===== config.mk =====
export PLATFORM = sky130hd
export DESIGN_NAME = dmem_port_arbiter
export DESIGN_NICKNAME = d
export VERILOG_FILES = /design/src/rtl/dmem_arb_pkg.sv /design/src/rtl/dmem_arb_starve_ctr.sv /design/src/rtl/dmem_port_arbiter.sv
export SDC_FILE = /design/constraint.sdc
export NUM_CORES = 1
export LEC_CHECK = 0
export CAP_MARGIN = 20
export CORE_AREA = 2 2 90 92
export DETAILED_ROUTE_END_ITERATION = 7
export DIE_AREA = 0 0 92 94
export HOLD_SLACK_MARGIN = 0.03
export PLACE_DENSITY = 0.74
export SYNTH_ARGS = -nofsm -noshare
export SYNTH_HDL_FRONTEND = slang
export SYNTH_HIERARCHICAL = 1
export SYNTH_SLANG_ARGS = --single-unit

===== constraint.sdc =====
create_clock -name clk -period 3.3 [get_ports clk]
set_clock_uncertainty 0.1 [all_clocks]
set_input_delay 0.33 -clock clk [delete_from_list [all_inputs] [get_ports clk]]
set_output_delay 0.33 -clock clk [all_outputs]
set_load 0.01 [all_outputs]

===== src/rtl/dmem_arb_pkg.sv =====
// dmem_arb_pkg
//   Shared types and constants for the data-memory port arbiter.
//   rd_owner_t   : which requester owns the read response in flight
//   STARVE_CNT_W : width of the loader starvation counter
//   AW_DEF/DW_DEF: default address / data widths
package dmem_arb_pkg;

    localparam int AW_DEF       = 10;
    localparam int DW_DEF       = 32;
    localparam int STARVE_CNT_W = 8;

    typedef enum logic [1:0] {
        R_NONE = 2'd0,
        R_CORE = 2'd1,
        R_LDR  = 2'd2
    } rd_owner_t;

endpackage


===== src/rtl/dmem_arb_starve_ctr.sv =====
// dmem_arb_starve_ctr
//   Saturating counter of consecutive loader denials.
//   Ports:
//     clk, reset  : clock, asynchronous active-high reset
//     inc_i       : loader requested and was denied this cycle
//     clr_i       : loader was granted or is not requesting
//     at_limit_o  : counter has reached LIMIT (loader must win next)
module dmem_arb_starve_ctr
    import dmem_arb_pkg::*;
#(
    parameter int LIMIT = 4
) (
    input  logic clk,
    input  logic reset,
    input  logic inc_i,
    input  logic clr_i,
    output logic at_limit_o
);

    localparam logic [STARVE_CNT_W-1:0] LIMIT_C = STARVE_CNT_W'(LIMIT);

    logic [STARVE_CNT_W-1:0] cnt_q, cnt_d;

    always_comb begin
        cnt_d = cnt_q;
        if (clr_i)
            cnt_d = '0;
        else if (inc_i && (cnt_q != LIMIT_C))
            cnt_d = cnt_q + 1'b1;
    end

    always_ff @(posedge clk or posedge reset) begin
        if (reset) cnt_q <= '0;
        else       cnt_q <= cnt_d;
    end

    assign at_limit_o = (cnt_q == LIMIT_C);

endmodule


===== src/rtl/dmem_port_arbiter.sv =====
// dmem_port_arbiter
//   Shares a single-port, synchronous-read data memory between the core
//   load/store path (requester 0) and a loader/debug port (requester 1).
//   The core has priority unless the loader has been denied STARVE_LIMIT
//   cycles in a row. Read data (one cycle after the grant) is steered back
//   to whichever requester issued the read.
//   Ports:
//     clk, reset                         : clock, async active-high reset
//     core_req/we/addr/wdata             : core request
//     core_gnt, core_stall               : core accepted / must hold
//     core_rvalid, core_rdata            : core read response
//     ldr_req/we/addr/wdata              : loader request
//     ldr_gnt, ldr_rvalid, ldr_rdata     : loader grant / read response
//     mem_en/we/addr/wdata, mem_rdata    : memory port
//   Optional build macro DMEM_ARB_PERF_EN adds conflict_cnt / forced_cnt
//   performance counters.
module dmem_port_arbiter
    import dmem_arb_pkg::*;
#(
    parameter int AW           = AW_DEF,
    parameter int DW           = DW_DEF,
    parameter int STARVE_LIMIT = 4
) (
    input  logic          clk,
    input  logic          reset,
    input  logic          core_req,
    input  logic          core_we,
    input  logic [AW-1:0] core_addr,
    input  logic [DW-1:0] core_wdata,
    output logic          core_gnt,
    output logic          core_stall,
    output logic          core_rvalid,
    output logic [DW-1:0] core_rdata,
    input  logic          ldr_req,
    input  logic          ldr_we,
    input  logic [AW-1:0] ldr_addr,
    input  logic [DW-1:0] ldr_wdata,
    output logic          ldr_gnt,
    output logic          ldr_rvalid,
    output logic [DW-1:0] ldr_rdata,
    output logic          mem_en,
    output logic          mem_we,
    output logic [AW-1:0] mem_addr,
    output logic [DW-1:0] mem_wdata,
`ifdef DMEM_ARB_PERF_EN
    output logic [31:0]   conflict_cnt,
    output logic [31:0]   forced_cnt,
`endif
    input  logic [DW-1:0] mem_rdata
);

    logic      at_limit;
    rd_owner_t rd_owner_q, rd_owner_d;

    // ---------------- arbitration (purely combinational) ----------------
    // Loader wins when alone or when it has starved long enough; the core
    // takes everything else, so at most one grant is ever asserted.
    always_comb begin
        ldr_gnt    = ldr_req & (~core_req | at_limit);
        core_gnt   = core_req & ~ldr_gnt;
        core_stall = core_req & ~core_gnt;
    end

    always_comb begin
        mem_en    = core_gnt | ldr_gnt;
        mem_we    = 1'b0;
        mem_addr  = '0;
        mem_wdata = '0;
        if (core_gnt) begin
            mem_we    = core_we;
            mem_addr  = core_addr;
            mem_wdata = core_wdata;
        end else if (ldr_gnt) begin
            mem_we    = ldr_we;
            mem_addr  = ldr_addr;
            mem_wdata = ldr_wdata;
        end
    end

    dmem_arb_starve_ctr #(
        .LIMIT (STARVE_LIMIT)
    ) u_starve (
        .clk        (clk),
        .reset      (reset),
        .inc_i      (ldr_req & ~ldr_gnt),
        .clr_i      (ldr_gnt | ~ldr_req),
        .at_limit_o (at_limit)
    );

    // ---------------- read-owner FSM ----------------
    always_ff @(posedge clk or posedge reset) begin
        if (reset) rd_owner_q <= R_NONE;
        else       rd_owner_q <= rd_owner_d;
    end

    // Next owner depends only on this cycle's grant, so back-to-back reads
    // from either side simply retarget the next response.
    always_comb begin
        rd_owner_d = R_NONE;
        if (core_gnt && !core_we)
            rd_owner_d = R_CORE;
        else if (ldr_gnt && !ldr_we)
            rd_owner_d = R_LDR;
    end

    // Outputs decode the register directly, so reset kills rvalid at once.
    always_comb begin
        core_rvalid = (rd_owner_q == R_CORE);
        ldr_rvalid  = (rd_owner_q == R_LDR);
        core_rdata  = core_rvalid ? mem_rdata : '0;
        ldr_rdata   = ldr_rvalid  ? mem_rdata : '0;
    end

`ifdef DMEM_ARB_PERF_EN
    logic [31:0] conflict_q, forced_q;

    // A loader grant while the core is also requesting can only come from
    // the starvation override.
    always_ff @(posedge clk or posedge reset) begin
        if (reset) begin
            conflict_q <= '0;
            forced_q   <= '0;
        end else begin
            if (core_req && ldr_req)  conflict_q <= conflict_q + 32'd1;
            if (ldr_gnt && core_req)  forced_q   <= forced_q + 32'd1;
        end
    end

    assign conflict_cnt = conflict_q;
    assign forced_cnt   = forced_q;
`endif

endmodule


# After elaboration in Yosys (flattened, before gate mapping)
# Cells that the tools add are included.
# word_totals
reg_bits	10
latch_bits	0
ram_bits	0
mem_bits_ro	0
inputBits	122
out_inout_bits	113
wordCells	36
memories	0
# op_classes
add_sub_neg	1
n_mul	0
div_mod_pow	0
n_lt_le_gt_ge	0
eq_ne	4
shift	0
mux	12
bitwise_logic	11
reduce_logical	6
# op_table
operator	n
$mux 32	4
$mux 10	2
$mux 8	2
$add 8x1->8 const B	1
$eq 8x3->1 const B	1
$ne 8x3->1 const B	1
$and 1x1->1	4
$mux 2	2
$not 1->1	4
$logic_and 1x1->1	3
$or 1x1->1	3
$eq 2x1->1 const B	1
$eq 2x2->1 const B	1
$logic_not 1->1	2
$mux 1	2
$reduce_bool 2->1	1

# Depth between registers and ports, before layout
# Gate-level depths: netlist (run 1).
# logic_depth
word_depth	8
depth_mapped	11
ltp_nobuf	9

# Modules after synthesis
# Netlist (run 1), hierarchy kept.
# modules_own_cells
mod	instances	cells_each	area_each_um2	seq_area_each_um2
dmem_port_arbiter	1	143	1196.1	50.0
dmem_arb_starve_ctr	1	49	471.7	200.2

# Least setup slack after synthesis (run 1)
# Ideal clock, no wire load.
# synth_timing
path_type	register to register
startpoint	register u_starve.cnt_q[0]
endpoint	register u_starve.cnt_q[6]
setup_time_ns	0.078
arrival_ns	2.294
t_required_ns	3.122
path_slack_ns	0.828
path_stages_with_launch	12
n_path_buf	2
synth_period_minus_slack_ns	2.472
cell_sequence	dfrtp_1 > inv_1 > ha_1 > and4bb_4 > and2_1 > nand2b_1 > buf_6 > buf_8 > nor2_1 > nand4_2 > or3_1 > a21oi_1
# synth_via
elab_chain_cells	7
word_cells_on_any_way	12
classes_between	1 x add/sub; 2 x eq/ne; 2 x mux; 5 x bitwise; 2 x reduce/logical
# synth_rtl
element	line_no	rtl
start: declaration	dmem_arb_starve_ctr.sv:22	logic [STARVE_CNT_W-1:0] cnt_q, cnt_d;
start signal: assignment	dmem_arb_starve_ctr.sv:34	else cnt_q <= cnt_d;
$eq 8x3->1 (*)	dmem_arb_starve_ctr.sv:37	assign at_limit_o = (cnt_q == LIMIT_C);
net at_limit	dmem_port_arbiter.sv:52	logic at_limit;
$or 1x1->1 (*)	dmem_port_arbiter.sv:59	ldr_gnt = ldr_req & (~core_req | at_limit);
$and 1x1->1 (*)	dmem_port_arbiter.sv:59	
$not 1->1	dmem_port_arbiter.sv:85	.inc_i (ldr_req & ~ldr_gnt),
$and 1x1->1	dmem_port_arbiter.sv:85	
$logic_and 1x1->1	dmem_arb_starve_ctr.sv:28	else if (inc_i && (cnt_q != LIMIT_C))
$reduce_bool 2->1 (no line)	-	
# The timed path passes the listed nets; every way through them passes the cells marked *. The select of a mux whose other input is x is not followed.
# A chain may end at the register's enable or synchronous reset.

# Final worst setup path (run 1)
# layout_timing
startpoint	register u_starve.cnt_q[0]
endpoint	output port mem_wdata[5]
# layout_via
elab_chain_cells	6
word_cells_on_any_way	7
classes_between	1 x eq/ne; 2 x mux; 4 x bitwise
# layout_rtl
element	line_no	rtl
$eq 8x3->1 (*)	dmem_arb_starve_ctr.sv:37	
net at_limit	dmem_port_arbiter.sv:52	
$or 1x1->1 (*)	dmem_port_arbiter.sv:59	
$and 1x1->1 (*)	dmem_port_arbiter.sv:59	
$not 1->1	dmem_port_arbiter.sv:60	core_gnt = core_req & ~ldr_gnt;
$and 1x1->1	dmem_port_arbiter.sv:60	
$mux 32 (*)	dmem_port_arbiter.sv:69	if (core_gnt) begin
end: declaration	dmem_port_arbiter.sv:44	output logic [DW-1:0] mem_wdata,
# The timed path passes the listed nets; every way through them passes the cells marked *.

==> results of run 1 <==
==> repair_timing <==
action | CTS | global route
endpoints found under the setup margin | 0 | 2
gates resized for setup | 0 | 1
endpoints found under the hold margin | 0 | 0
buffers inserted | 0 | 0
==> registers in the layout, indices dropped and copies added (netlist names) <==
name            cells
u_starve/cnt_q      8
rd_owner_q          2
==> where the power goes <==
part / switching (mW) / internal [mW]
clock: 0.0433 / 0.0794
combinational: 0.148 / 0.294
sequential: 0.00126 / 0.125
==> worst max-delay path by stage <==
| stage | end | cells after the start |
|---|---|---|
| floorplan | u_starve/cnt_q[6]$_DFFE_PP0P_ | 11 |
| global placement | mem_wdata[5] | 8 |
| detailed placement | mem_wdata[7] | 8 |
| CTS | mem_wdata[7] | 8 |
| global route | mem_wdata[5] | 8 |
| finish | mem_wdata[5] | 8 |
==> metal layers <==
metal  GRT usage (%)  share of wire [%]  routed length [um]
met3            5.22                 10                 826
met4            3.61                1.6                 131
met1            17.8                 35                2910
met2            34.2                 53                4350
met5               0                  0                   0
==> area by class of cell <==
type | count | area [um2] | area share [%]
inverter | 5 | 18.8 | 0.462
clock buffer | 3 | 41.3 | 1.02
multi-input combinational | 156 | 1230 | 30.2
sequential | 10 | 250 | 6.16
timing repair buffer | 240 | 2390 | 59.0
tap | 102 | 128 | 3.14
==> kinds of logic after synthesis <==
| group | share of synthesized area (%) |
|---|---|
| DFF | 15.0 |
| and+or+nand+nor | 36.1 |
| AOI/OAI and AO/OA | 34.1 |
| buffers and inverters | 11.6 |
| xor gates and xnor gates | 0.525 |
| muxes | 1.28 |
| adders and majority gates | 1.50 |
==> layout by cell type, fill, tap and decap left out, drive strengths merged, types with 4 or more instances in the layout <==
cell type,count
nand2,5
a21oi,5
inv,5
o21ai,4
a32o,43
or3,4
buf,7
nor2,5
nand4,4
clkdlybuf4s50,233
dfrtp,10
and2,65
==> through the flow <==
step                total power, mW  instances  hold WS (ns)  instance area, um2  utilization, %
finish                        0.690        516         0.177                4060            53.4
global route                  0.728        516         0.197                4060            53.4
CTS                           0.699        516         0.182                4060            53.3
detailed placement            0.572        513         0.428                4020            52.8
global placement              0.569        513         0.421                4020            52.8
floorplan                     0.283        192       -0.0288                1670               -
==> impl_metrics.toml, run 1 <==
[placement]
portBuffers = 234
pre_cts_slack_ns = 0.382
hpwl_um = 7040
globalplace.congestion = 0.861

[cts]
cts_made_buffers = 3
clock_latency_ns = 0.24
cts.clk_slew.worst_paths_ns = 0.04
clockRootBuffer = "clkbuf_8"
tritoncts = "yes"
postCtsHoldBufs = 0
cts.sinks = 10
clk_path_buf_depth = 2
h-tree-depth = 1

[yosys]
syn_area_per_cell_um2 = 8.69
async_flop_share_pct = 100
synth_flop_cell = "dfrtp_1"
yosysMostFrequentCell = "and2_1"
synth.area.top_cells = "a32o_2, and2_1, dfrtp_1"
syn-instance-count = 192
syn_area_mm2 = 0.00167
synth-seq-cells = 10
yosys.area.top_type = "a32o_2"
synth_common_cells = "and2_1, a32o_2, dfrtp_1"
yosys_warnings = 6
synth-edff-count = 0
ys_types = 35
synth-seq-area-share_pct = 15.0
syn_nets = 316
synth_top_area_share_pct = 29.0

[critical_path]
critical_path_class = "flop to primary output"
rr_worst_depth = 10
crit_buf_inv = 3
worst_setup_path_end_kind = "primary output"
r2r-end = "u_starve/cnt_q[7]$_DFFE_PP0P_"
critical_path_arrival_ns = 2.67
critPathMaxFanout = 40
cpMaxStageDelayCell = "clkdlybuf4s50_1"
worstPathRequired_ns = 2.87
cp_top_family = "buffers and inverters"
path_cells = "inv_1 -> ha_1 -> and4bb_4 -> and2_1 -> nand2b_2 -> buf_12 -> a32o_2 -> clkdlybuf4s50_1"
slowest_delay_ns = 0.54
crit_path_start_kind = "flop"
r2r_slack_ns = 0.51
cp-startpoint = "u_starve/cnt_q[0]$_DFFE_PP0P_"
r2r_start = "u_starve/cnt_q[0]$_DFFE_PP0P_"

[die]
core_mm2 = 0.00761
die_w_um = 92
dieArea_mm2 = 0.00865
io_pins = 235
die_h_um = 94
core.rowCount = 32
start_util_pct = 21.9

[finish]
nFillCells = 692
area.growth.synth_to_final_pct = 143
drive_above_1_share_pct = 15.5
diodes = 0
final_nets = 540

[routing]
viasPerCell = 4.63
drt_wl_total_um = 8220
drc = 0
dr.pass1.iters = 4
vias = 2390
post_drt_wl_per_cell_um = 15.9
ant_nets = 0
drt-initial-drc-count = 51

[sta]
fmax_ghz = 0.323
rsz0062_at_grt = "false"
setup_viol = 0
post-route-min-period_ns = 3.10
setup_slack_ns = 0.203
setup_tns_ns = 0
tightestPinTransition_ns = 0.385
slew_viol_final = 0
finalCritPeriodShare_pct = 93.8
hold_violations = 0
slew_headroom_pct = 74.4

[global_route]
grt.overflow.total = 0
track_usage_pct = 17.3
grt_max_degree = 41
grt_pass1_wl_um = 11700
grt_pass1_vias = 2312
antenna_found_initial = 0

[power_and_ir_drop]
vdd_ir_drop_max_v = 0.000113
p_leak_nw = 1.68
power-per-cell-area_mw_per_mm2 = 170

[flow_run]
maxCapViolCount = 0

[worst_hold_path]
hold_path.class = "primary input to asynchronous set/reset pin"

[status]
status = "finished clean"
Note: power is estimated with default switching activity, not from simulation.
==> inputs of run 2 (changes only) <==
Settings changed: CORE_AREA 2 2 90 92 to 3 3 91 93, CTS_BUF_LIST from default to sky130_fd_sc_hd__clkbuf_4, DIE_AREA 0 0 92 94 to 0 0 94 96.
Clock period 3.3 ns to 3.1 ns, I/O delays scaled along.
==> impl_metrics.toml, run 2 (synthesized netlist as in run 1, its figures left out) <==
[routing]
vias = 2383
drc = 0
ant_nets = 0
dr.pass1.iters = 4
drt-initial-drc-count = 27
viasPerCell = 4.60
post_drt_wl_per_cell_um = 16.9
drt_wl_total_um = 8780

[finish]
final_nets = 542
largest_register_ffs = 8
drive_above_1_share_pct = 16.6
final_common_cell = "clkdlybuf4s50_1"
area.growth.synth_to_final_pct = 146
regMostFlops = "u_starve/cnt_q"
final_cell_mix = "clkdlybuf4s50_1, and2_1, a32o_2, dfrtp_1"
nFillCells = 698
reg_top3 = "u_starve/cnt_q x8, rd_owner_q x2"
diodes = 0

[cts]
cts_made_buffers = 3
clock_latency_ns = 0.27
cts.clk_slew.worst_paths_ns = 0.06
clk_path_buf_depth = 2
h-tree-depth = 1
tritoncts = "yes"
cts.sinks = 10
clockRootBuffer = "clkbuf_4"

[worst_hold_path]
hold_path.class = "primary input to asynchronous set/reset pin"

[critical_path]
crit_buf_inv = 3
r2r-end = "u_starve/cnt_q[5]$_DFFE_PP0P_"
r2r_slack_ns = 0.75
cp_top_family = "buffers and inverters"
critical_path_class = "flop to primary output"
crit_path_start_kind = "flop"
slowest_delay_ns = 0.54
r2r_start = "u_starve/cnt_q[0]$_DFFE_PP0P_"
path_cells = "inv_1 -> ha_1 -> and4bb_4 -> and2_4 -> nand2b_4 -> bufbuf_16 -> a32o_2 -> clkdlybuf4s50_1"
cpMaxStageDelayCell = "clkdlybuf4s50_1"
rr_worst_depth = 9
critPathMaxFanout = 21
critical_path_arrival_ns = 2.53
worst_setup_path_end_kind = "primary output"
worstPathRequired_ns = 2.69

[flow_run]
maxCapViolCount = 0

[sta]
finalCritPeriodShare_pct = 94.7
setup_viol = 0
slew_headroom_pct = 67.6
fmax_ghz = 0.341
setup_tns_ns = 0
post-route-min-period_ns = 2.94
hold_violations = 0
slew_viol_final = 0
rsz0062_at_grt = "false"
tightestPinTransition_ns = 0.486

[power_and_ir_drop]
clock_power_share_pct = 12.3
p_leak_nw = 1.72
finalPower_mw = 0.699
p_seq_share_pct = 19.1
power-per-cell-area_mw_per_mm2 = 170
p_int_mw = 0.497
netSwitchingPower_mw = 0.203
comb_power_share_pct = 68.6
power.share.switching_pct = 29.0
vdd_ir_drop_max_v = 0.000122

[global_route]
track_usage_pct = 17.5
grt.overflow.total = 0
antenna_found_initial = 3
grt_pass1_wl_um = 12300
grt_max_degree = 48
grt_pass1_vias = 2276

[status]
status = "finished clean"

[die]
die_w_um = 94
core.rowCount = 32
die_h_um = 96
io_pins = 235
dieArea_mm2 = 0.00902
core_mm2 = 0.00761
start_util_pct = 21.9

[placement]
portBuffers = 234
globalplace.congestion = 0.745
hpwl_um = 7370
## run 2: cell count changes in the layout (fill, tap and decap cells not counted), sizes merged
cell / before / now
dlymetal6s2s: 0 / 1
buf: 7 / 8
clkdlybuf4s50: 233 / 232
bufbuf: 0 / 1
## run 2: worst register-to-register path: stages, from the launching register on
cell	delay [ns]
dfrtp_2	0.39
inv_1	0.06
ha_1	0.19
and4bb_4	0.21
and2_4	0.16
nand2b_4	0.16
nor2_1	0.26
nand4_2	0.19
or3_1	0.38
a21oi_1	0.16
## run 2: how the worst max path moves through the flow
stage / from / endpoint / slack (ns) / cells after the start
3_3_place_gp: u_starve/cnt_q[0]$_DFFE_PP0P_ / mem_wdata[5] / 0.33 / 8
2_1_floorplan: u_starve/cnt_q[0]$_DFFE_PP0P_ / u_starve/cnt_q[6]$_DFFE_PP0P_ / 0.63 / 11
3_5_place_dp: u_starve/cnt_q[0]$_DFFE_PP0P_ / mem_wdata[5] / 0.28 / 8
5_1_grt: u_starve/cnt_q[0]$_DFFE_PP0P_ / mem_wdata[11] / 0.04 / 8
6_report: u_starve/cnt_q[0]$_DFFE_PP0P_ / mem_wdata[23] / 0.16 / 8
4_1_cts: u_starve/cnt_q[0]$_DFFE_PP0P_ / mem_wdata[0] / 0.002 / 8
## run 2: layout make-up
| class | count | area [um2] | share of cell area [%] |
|---|---|---|---|
| Timing Repair Buffer | 242 | 2450 | 59.7 |
| Multi-Input combinational cell | 156 | 1230 | 30.1 |
| Sequential cell | 10 | 253 | 6.15 |
| Tap cell | 102 | 128 | 3.11 |
| Clock buffer | 3 | 22.5 | 0.548 |
| Inverter | 5 | 18.8 | 0.457 |
## run 2: power by group through the flow
stage          sequential (mW)  combinational (mW)  clock [mW]
3_3_place_gp             0.136               0.470           0
4_1_cts                  0.134               0.483      0.0890
6_report                 0.134               0.480      0.0863
5_1_grt                  0.133               0.510      0.0968
2_1_floorplan            0.136               0.166           0
3_5_place_dp             0.136               0.473           0
## run 2: what timing repair did
action	in CTS	in global routing
pin swaps	1	0
hold buffers	0	0
gates cloned	1	0
endpoints found under the setup margin	1	42
setup buffers	1	1
resized for setup	1	6
hold endpoints to repair	0	0
## run 2: layer usage
| layer | track usage, % | routed length, um |
|---|---|---|
| met5 | 0 | 47 |
| met4 | 4.93 | 135 |
| met3 | 5.63 | 956 |
| met2 | 31.9 | 4450 |
| met1 | 19.4 | 3190 |
## run 2: stage by stage
| stage | cells | area (um2) | hold slack (ns) | util, % | worst slack [ns] |
|---|---|---|---|---|---|
| 2_1_floorplan | 192 | 1670 | -0.0488 | - | 0.628 |
| 3_3_place_gp | 512 | 4020 | 0.424 | 52.9 | 0.328 |
| 3_5_place_dp | 512 | 4020 | 0.421 | 52.9 | 0.284 |
| 4_1_cts | 517 | 4090 | 0.138 | 53.7 | 0.00196 |
| 5_1_grt | 518 | 4110 | 0.155 | 54.0 | 0.0379 |
| 6_report | 518 | 4110 | 0.130 | 54.0 | 0.163 |
